$ cat src/rtl/polybius_pair_assembler.sv
// Polybius pair assembler: turns an ASCII ciphertext byte stream into {row,col}
// digit pairs for the decrypt stage, dropping separators and flagging bad bytes.
module polybius_pair_assembler #(
  parameter int unsigned GRID = 7
) (
  input  logic        clk,
  input  logic        rst,
  input  logic        clear,
  input  logic [7:0]  in_byte,
  input  logic        in_valid,
  output logic        in_ready,
  output logic [15:0] pair_out,
  output logic        pair_valid,
  input  logic        pair_ready,
  output logic        err_pulse,
  output logic [15:0] pair_count,
  output logic [7:0]  err_count
);

  localparam int unsigned BYTE_W  = 8;
  localparam int unsigned PAIR_W  = 16;
  localparam int unsigned ERRC_W  = 8;
  localparam logic [BYTE_W-1:0] DIGIT_MIN = 8'h31;
  localparam logic [BYTE_W-1:0] DIGIT_MAX = BYTE_W'(32'h30 + GRID);
  localparam logic [PAIR_W-1:0] PAIR_SAT  = 16'hFFFF;
  localparam logic [ERRC_W-1:0] ERR_SAT   = 8'hFF;

  typedef enum logic [1:0] {
    ST_ROW  = 2'd0,
    ST_COL  = 2'd1,
    ST_FULL = 2'd2
  } state_t;

  state_t              state_q, state_d;
  logic [BYTE_W-1:0]   row_q, row_d;
  logic [PAIR_W-1:0]   pair_out_d;
  logic                pair_valid_d;
  logic                in_ready_d;
  logic                err_d;
  logic [PAIR_W-1:0]   pair_count_d;
  logic [ERRC_W-1:0]   err_count_d;

  logic                accept_c;
  logic                is_digit_c;
  logic                is_sep_c;

  // Byte classification and handshake qualification.
  always_comb begin
    accept_c   = in_valid & in_ready;
    is_digit_c = (in_byte >= DIGIT_MIN) && (in_byte <= DIGIT_MAX);
    is_sep_c   = (in_byte == 8'h20) || (in_byte == 8'h0D) || (in_byte == 8'h0A);
  end

  // Next-state and next-output logic; clear overrides every data event.
  always_comb begin
    state_d      = state_q;
    row_d        = row_q;
    pair_out_d   = pair_out;
    pair_valid_d = pair_valid;
    err_d        = 1'b0;
    pair_count_d = pair_count;
    err_count_d  = err_count;

    if (clear) begin
      state_d      = ST_ROW;
      pair_valid_d = 1'b0;
    end else begin
      unique case (state_q)
        ST_ROW: begin
          if (accept_c) begin
            if (is_digit_c) begin
              row_d   = in_byte;
              state_d = ST_COL;
            end else if (!is_sep_c) begin
              err_d = 1'b1;
            end
          end
        end
        ST_COL: begin
          if (accept_c) begin
            if (is_digit_c) begin
              pair_out_d   = {row_q, in_byte};
              pair_valid_d = 1'b1;
              state_d      = ST_FULL;
            end else begin
              // A separator or bad byte breaks the pair; the row digit is lost.
              err_d   = 1'b1;
              row_d   = '0;
              state_d = ST_ROW;
            end
          end
        end
        ST_FULL: begin
          if (pair_ready) begin
            pair_valid_d = 1'b0;
            state_d      = ST_ROW;
            if (pair_count != PAIR_SAT) begin
              pair_count_d = pair_count + PAIR_W'(1);
            end
          end
        end
        default: begin
          state_d      = ST_ROW;
          pair_valid_d = 1'b0;
        end
      endcase

      if (err_d && (err_count != ERR_SAT)) begin
        err_count_d = err_count + ERRC_W'(1);
      end
    end

    // Registered ready tracks the complement of the next pair_valid.
    in_ready_d = ~pair_valid_d;
  end

  // State and output registers with synchronous reset.
  always_ff @(posedge clk) begin
    if (rst) begin
      state_q    <= ST_ROW;
      row_q      <= '0;
      pair_out   <= '0;
      pair_valid <= 1'b0;
      in_ready   <= 1'b0;
      err_pulse  <= 1'b0;
      pair_count <= '0;
      err_count  <= '0;
    end else begin
      state_q    <= state_d;
      row_q      <= row_d;
      pair_out   <= pair_out_d;
      pair_valid <= pair_valid_d;
      in_ready   <= in_ready_d;
      err_pulse  <= err_d;
      pair_count <= pair_count_d;
      err_count  <= err_count_d;
    end
  end

endmodule

$ cat config.mk
export PLATFORM = sky130hd
export DESIGN_NAME = polybius_pair_assembler
export DESIGN_NICKNAME = d
export VERILOG_FILES = /design/src/rtl/polybius_pair_assembler.sv
export SDC_FILE = /design/constraint.sdc
export NUM_CORES = 1
export LEC_CHECK = 0
export BUFFER_PORTS_ARGS = -buffer_cell sky130_fd_sc_hd__buf_2
export CAP_MARGIN = 10
export CORE_MARGIN = 10
export CORE_UTILIZATION = 55
export CTS_BUF_LIST = sky130_fd_sc_hd__clkbuf_16
export DETAILED_ROUTE_END_ITERATION = 10
export PLACE_DENSITY = 0.81
export SLEW_MARGIN = 20
export SYNTH_ARGS = -nofsm -noshare
export SYNTH_HDL_FRONTEND = slang
export SYNTH_SLANG_ARGS = --single-unit
export TNS_END_PERCENT = 30
$ cat constraint.sdc
create_clock -name clk -period 3.2 [get_ports clk]
set_clock_uncertainty 0.15 [all_clocks]
set_input_delay 0.64 -clock clk [delete_from_list [all_inputs] [get_ports clk]]
set_output_delay 0.64 -clock clk [all_outputs]
set_load 0.05 [all_outputs]
Yosys cells after proc, flatten, opt, wreduce, memory -nomap -nowiden
Index checks and enable logic that the tools add are counted.

$add $sub $neg: 2. Magnitude comparators: 2. Equal/unequal tests: 12. Mux-type cells: 23. Bitwise operators: 3. Reduce and logical (&&, ||, !) cells: 12.

Operators by type and width (number): $mux 8 (4); $add 16x1->16 const B (1); $eq 8x4->1 const B (2); $ne 16x16->1 const B (1); $pmux 8 s2 (1); $reduce_and 4->1 (3); $mux 1 (10); $mux 2 (5); $ne 2x2->1 const B (5); $add 8x1->8 const B (1); $eq 8x6->1 const B (1); $ge 8x6->1 const B (1); $le 8x6->1 const B (1); $ne 8x8->1 const B (1); $pmux 2 s3 (1); $reduce_and 6->1 (1); $pmux 1 s3 (1); $eq 2x1->1 const B (1); $eq 2x2->1 const B (1); $logic_and 1x1->1 (2); $logic_not 2->1 (1); $logic_or 1x1->1 (2); $not 1->1 (2); $pmux 1 s2 (1); 4 further kinds (4).

Flip-flop bits (word level): 53. Bits of input ports: 13. Output and inout bits: 43.

Logic depth before layout (Yosys ltp)
Word-level depth: 10. Depth in mapped cells: 7. Depth with buffers taken out: 6.

Worst setup path after synthesis
No wires, ideal clock.

Path kind: flip-flop to flip-flop. From: register in_ready. To: register err_count[5]. Arrival time: 2.097 ns. Path slack: 0.829 ns. Stages on the path, launching flop included: 7. Period minus slack after synthesis: 2.371 ns. Cells stage by stage: dfxtp_1 > nand2_1 > nor3_2 > o211ai_4 > buf_2 > nor4_2 > mux2_1.

Longest elaborated chain between the ends: 6. Elaborated cells between the ends (all ways): 7. Those cells by class: mux (4); bitwise (1); reduce/logical (2).

Ends and longest elaborated chain: from (decl) (line 11) `output logic in_ready,`; from (signal assigned) (line 133) `in_ready <= in_ready_d;`; $and 1x1->1 * (line 49) `accept_c = in_valid & in_ready;`; $mux 1, on equally long branches (line 80, 70); $pmux 1 s2 * (line 68) `unique case (state_q)`; $mux 1 * (line 64) `if (clear) begin`; $logic_and 1x1->1 * (line 108) `if (err_d && (err_count != ERR_SAT)) begin`; $reduce_and 2->1 (no line) *; to (signal assigned) (line 136) `err_count <= err_count_d;`; to (decl) (line 17) `output logic [7:0] err_count`.

Every way passes the cells marked *; elsewhere a longest branch is shown, timed or not. The select of a mux whose other input is x is not followed. A chain may end at the register's enable or synchronous reset.

Worst setup path after layout
From: input in_valid. To: register err_count[5].

Longest elaborated chain between the ends: 6. Elaborated cells between the ends (all ways): 7. Those cells by class: mux (4); bitwise (1); reduce/logical (2).

Ends and longest elaborated chain: from (decl) (line 10) `input logic in_valid,`; $and 1x1->1 * (line 49); $mux 1, on equally long branches (line 80, 70); $pmux 1 s2 * (line 68); $mux 1 * (line 64); $logic_and 1x1->1 * (line 108); $reduce_and 2->1 (no line) *.

Marked as above.

==> report_table.html <==
<table>
<tr><th>Metric</th><th>Value</th></tr>
<tr><th colspan="2">STA</th></tr>
<tr><td>Number of max-slew violations in the final report</td><td>0</td></tr>
<tr><td>Unrepaired setup endpoints after global routing</td><td>false</td></tr>
<tr><td>Slack of the critical path</td><td>approximately 1.1 ns</td></tr>
<tr><td>Least-Margin Pin Slew</td><td>0.879 ns</td></tr>
<tr><td>Endpoints failing hold</td><td>0</td></tr>
<tr><td>Clock period minus final worst setup slack</td><td>2.15 ns</td></tr>
<tr><td>Post-route fraction of the period consumed by the critical path</td><td>67.1%</td></tr>
<tr><td>TNS Setup</td><td>0 ns</td></tr>
<tr><td>Relative max-transition margin</td><td>41.4%</td></tr>
<tr><td>Final Hold Slack</td><td>between 0.3 and 0.4 ns</td></tr>
<tr><td>Achievable Freq</td><td>466 MHz</td></tr>
<tr><td># setup viols final</td><td>0</td></tr>
<tr><th colspan="2">Synthesis</th></tr>
<tr><td>Syn. warnings</td><td>0</td></tr>
<tr><td>Area share of the largest cell type after synthesis</td><td>44.3%</td></tr>
<tr><td>Seq cells post-synth</td><td>53</td></tr>
<tr><td>Share of synthesized area spent on multiplexers</td><td>5.48%</td></tr>
<tr><td>Synth cell types</td><td>55</td></tr>
<tr><td>Synth Flop Type</td><td>dfxtp_1</td></tr>
<tr><td>Average instance area after synthesis</td><td>about 9.5 µm²</td></tr>
<tr><td>Syn Nets</td><td>268</td></tr>
<tr><td>Compound-Gate Fraction of Synth Area</td><td>13.0%</td></tr>
<tr><td>Number of flops mapped to enable cells by yosys</td><td>0</td></tr>
<tr><td>Top post-synthesis cells by area</td><td>dfxtp_1 44%, nor2_1 5.5%, mux2i_1 5.0%</td></tr>
<tr><td>Largest area contributor in the synthesized netlist</td><td>dfxtp_1</td></tr>
<tr><td>Mapped Cells</td><td>253</td></tr>
<tr><td>Cell Area, Synth</td><td>~2400 µm²</td></tr>
<tr><td>FFs w/ async S/R, synth</td><td>0%</td></tr>
<tr><td>Combinational family with the most area after synthesis</td><td>simple AND/OR/NAND/NOR gates</td></tr>
<tr><td>Arithmetic-cell share of the synthesized area counting full adders, half adders and majority gates</td><td>1.04%</td></tr>
<tr><td>Area share of and/or/nand/nor cells after synthesis</td><td>28.4%</td></tr>
<tr><td>Post-synthesis sequential area ratio</td><td>44.3%</td></tr>
<tr><td>Parity-gate share of the synthesized area counting xor and xnor cells</td><td>4.75%</td></tr>
<tr><th colspan="2">Global route</th></tr>
<tr><td>Initial antenna violation count</td><td>0</td></tr>
<tr><td>First-pass GRT wire length</td><td>between 8 and 9 mm</td></tr>
<tr><td>Maximum number of pins on one net before global-route repair</td><td>54</td></tr>
<tr><td>Via count of the first global-routing pass</td><td>1,939</td></tr>
<tr><td>Overflow after GRT</td><td>0</td></tr>
<tr><td>Global router's overall resource usage</td><td>between 10% and 20%</td></tr>
<tr><th colspan="2">Worst hold path</th></tr>
<tr><td>Worst min-delay path category</td><td>flop to flop</td></tr>
<tr><th colspan="2">Final layout</th></tr>
<tr><td>Final non-filler cell total</td><td>355</td></tr>
<tr><td>Post-route cell area</td><td>2840 µm²</td></tr>
<tr><td>Commonest non-fill, non-tap cells in the layout</td><td>55 x buf_2, 53 x dfxtp_1, 35 x nor2_1</td></tr>
<tr><td>Proportion of layout cells with a drive suffix above 1</td><td>a little over a quarter</td></tr>
<tr><td>Count of nets after finishing</td><td>319</td></tr>
<tr><td>Layout Area Growth over Synthesis</td><td>18.3%</td></tr>
<tr><td>Diodes inserted</td><td>0</td></tr>
<tr><td>Most common cell after layout, fill and taps aside</td><td>buf_2</td></tr>
<tr><th colspan="2">Worst setup path</th></tr>
<tr><td>Library cell contributing the largest single delay on the critical path</td><td>nor3_2</td></tr>
<tr><td>Setup CP Type</td><td>primary input to flop</td></tr>
<tr><td>Required time of the critical path</td><td>3.22 ns</td></tr>
<tr><td>Slowest Stage Delay on Critical Path</td><td>0.37 ns</td></tr>
<tr><td>Crit path buffers/inverters</td><td>1</td></tr>
<tr><td>Nature of the critical path endpoint</td><td>flop</td></tr>
<tr><td>Critical path peak fanout</td><td>15</td></tr>
<tr><td>Worst setup SP type</td><td>primary input</td></tr>
<tr><td>Chain of cells forming the critical path</td><td>buf_2, nand2_1, nor3_2, o211ai_4, nor4_2, mux2_1</td></tr>
<tr><td>Worst endpoint data arrival time</td><td>2.17 ns</td></tr>
<tr><td>Family with the most delay on the worst path</td><td>simple AND/OR/NAND/NOR gates</td></tr>
<tr><th colspan="2">Placement</th></tr>
<tr><td>DP Wirelength</td><td>~3.8 mm</td></tr>
<tr><td>Post-placement cell area</td><td>2690 µm²</td></tr>
<tr><td>Number of cells after detailed placement</td><td>347</td></tr>
<tr><td>I/O Buffers</td><td>55</td></tr>
<tr><td>Pre-CTS worst setup slack</td><td>0.774 ns</td></tr>
<tr><td>Final estimated routing congestion in global placement</td><td>0.755</td></tr>
<tr><th colspan="2">Job</th></tr>
<tr><td>Max_cap viols</td><td>0</td></tr>
<tr><th colspan="2">Pwr</th></tr>
<tr><td>Leakage power of the design</td><td>roughly 1.1 nW</td></tr>
<tr><td>Power density over the cells</td><td>445 nW/µm²</td></tr>
<tr><td>Worst vdd rail ir drop</td><td>321 µV</td></tr>
<tr><th colspan="2">Die</th></tr>
<tr><td>Vertical extent of the die</td><td>approximately 86 µm</td></tr>
<tr><td>Total Die Area</td><td>7400 µm²</td></tr>
<tr><td>Width of the die</td><td>86.0 µm</td></tr>
<tr><td>Boundary pin count</td><td>56</td></tr>
<tr><td>FP Rows</td><td>23</td></tr>
<tr><td>Effective utilization at floorplan</td><td>between 50% and 60%</td></tr>
<tr><td>Core Area</td><td>4120 µm²</td></tr>
<tr><th colspan="2">Clock network</th></tr>
<tr><td>H-tree lvl count</td><td>2</td></tr>
<tr><td>Resize count post-CTS</td><td>0</td></tr>
<tr><td>Clock slew seen by the registers of the worst setup and hold paths</td><td>~0.070 ns</td></tr>
<tr><td>Num CTS Buffers</td><td>5</td></tr>
<tr><td>Maximum root-to-sink buffer count</td><td>2</td></tr>
<tr><td>TritonCTS clock tree</td><td>yes</td></tr>
<tr><td>Sink count of the clock tree</td><td>53</td></tr>
<tr><td>Clk Latency, worst-skew pair</td><td>0.29 ns</td></tr>
<tr><td>Number of hold-repair buffers added at the cts stage</td><td>0</td></tr>
<tr><td>Root Buffer Master</td><td>clkbuf_16</td></tr>
<tr><td>Buffers inserted during post-CTS setup optimization</td><td>0</td></tr>
<tr><th colspan="2">Routing</th></tr>
<tr><td>TritonRoute pass-1 iters</td><td>4</td></tr>
<tr><td>Number of nets with antenna violations after routing</td><td>0</td></tr>
<tr><td>Residual DRC</td><td>0</td></tr>
<tr><td>Post-DR wirelength/cell</td><td>14.8 µm</td></tr>
<tr><td>Vias post-DR</td><td>just over 2,000</td></tr>
<tr><td>WL final</td><td>5.24 mm</td></tr>
<tr><td>1st-iter DRT viols</td><td>92</td></tr>
<tr><td>Number of vias per cell after detailed routing</td><td>5.69</td></tr>
<tr><th colspan="2">Status</th></tr>
<tr><td>Status</td><td>completed</td></tr>
</table>
[path summary, 6_finish.rpt]
| path | startpoint | endpoint | slack (ns) | cells past startpoint |
|---|---|---|---|---|
| worst max-delay path | in_valid | err_count[5] | 1.05 | 6 |
| worst min-delay path | row_q[1] | row_q[1] | 0.31 | 2 |
| worst max register to register | state_q[1] | err_count[6] | 1.09 | 6 |
| worst min register to register | row_q[1] | row_q[1] | 0.31 | 2 |
[tightest hold or removal path: stages, from the launching register on]
cell and delay, ns:
dfxtp_1 0.31, nand2_1 0.05, a21oi_1 0.05
[synthesized netlist by cell type (2+ instances only)]
cell type,n
dfxtp_1,53
nor2_1,35
a21oi_1,14
nand2_1,13
mux2i_1,12
nand3_1,9
clkbuf_1,8
xnor2_1,8
o21ai_0,6
nor3_1,5
xor2_1,5
and4_1,4
nand4_1,4
nor3b_1,4
nor4_1,4
o2111ai_1,4
o31ai_1,4
or4_1,4
and2_1,3
and3_1,3
buf_2,3
inv_1,3
nand3b_1,3
o211ai_1,3
a211oi_1,2
and3b_2,2
and4bb_2,2
ha_1,2
nor2b_1,2
o41ai_1,2
or3_1,2
or4b_1,2
[state kept, by name, summed over array words and instances (netlist names)]
register and flops:
err_count 8, err_pulse 1, in_ready 1, pair_count 16, pair_out 16, pair_valid 1, row_q 8, state_q 2
[where the power goes]
group | internal (mW) | leakage (nW) | switching (mW)
Clock | 0.294 | 0.0704 | 0.252
Combinational | 0.0167 | 0.602 | 0.0371
Sequential | 0.661 | 0.427 | 0.00142
[kinds of logic after synthesis]
kind of cell | after synthesis
adder cells (fa/ha/maj) | 2
XOR/XNOR | 13
multiplexers | 13
AO/OA/AOI/OAI | 44
flip-flops | 53
buffers and inverters | 16
AND/OR/NAND/NOR | 112
[per-layer routing]
layer  up-vias  share of wire, %  track usage [%]
li1       1033                 -                -
met2        44                44             21.8
met1       935                47             17.6
met5         -                 0                0
met4         0               1.3             4.94
met3         7               7.1             5.01
[final cells by class]
class | instances | area [µm²]
fillers | 342 | 1280
multi-input cells | 184 | 1260
flip-flops and latches | 53 | 1060
repair buffers | 57 | 290
clock buffers | 5 | 125
well taps | 50 | 62.6
clock inverters | 3 | 25.0
inverters | 3 | 11.3
[stage by stage]
stage,util [%],power [mW]
3_5_place_dp,65.2,0.732
4_1_cts,68.9,1.28
2_1_floorplan,-,0.714
5_1_grt,68.9,1.31
6_report,68.9,1.26
3_3_place_gp,65.2,0.731
Power figures use the tool's default switching activity.
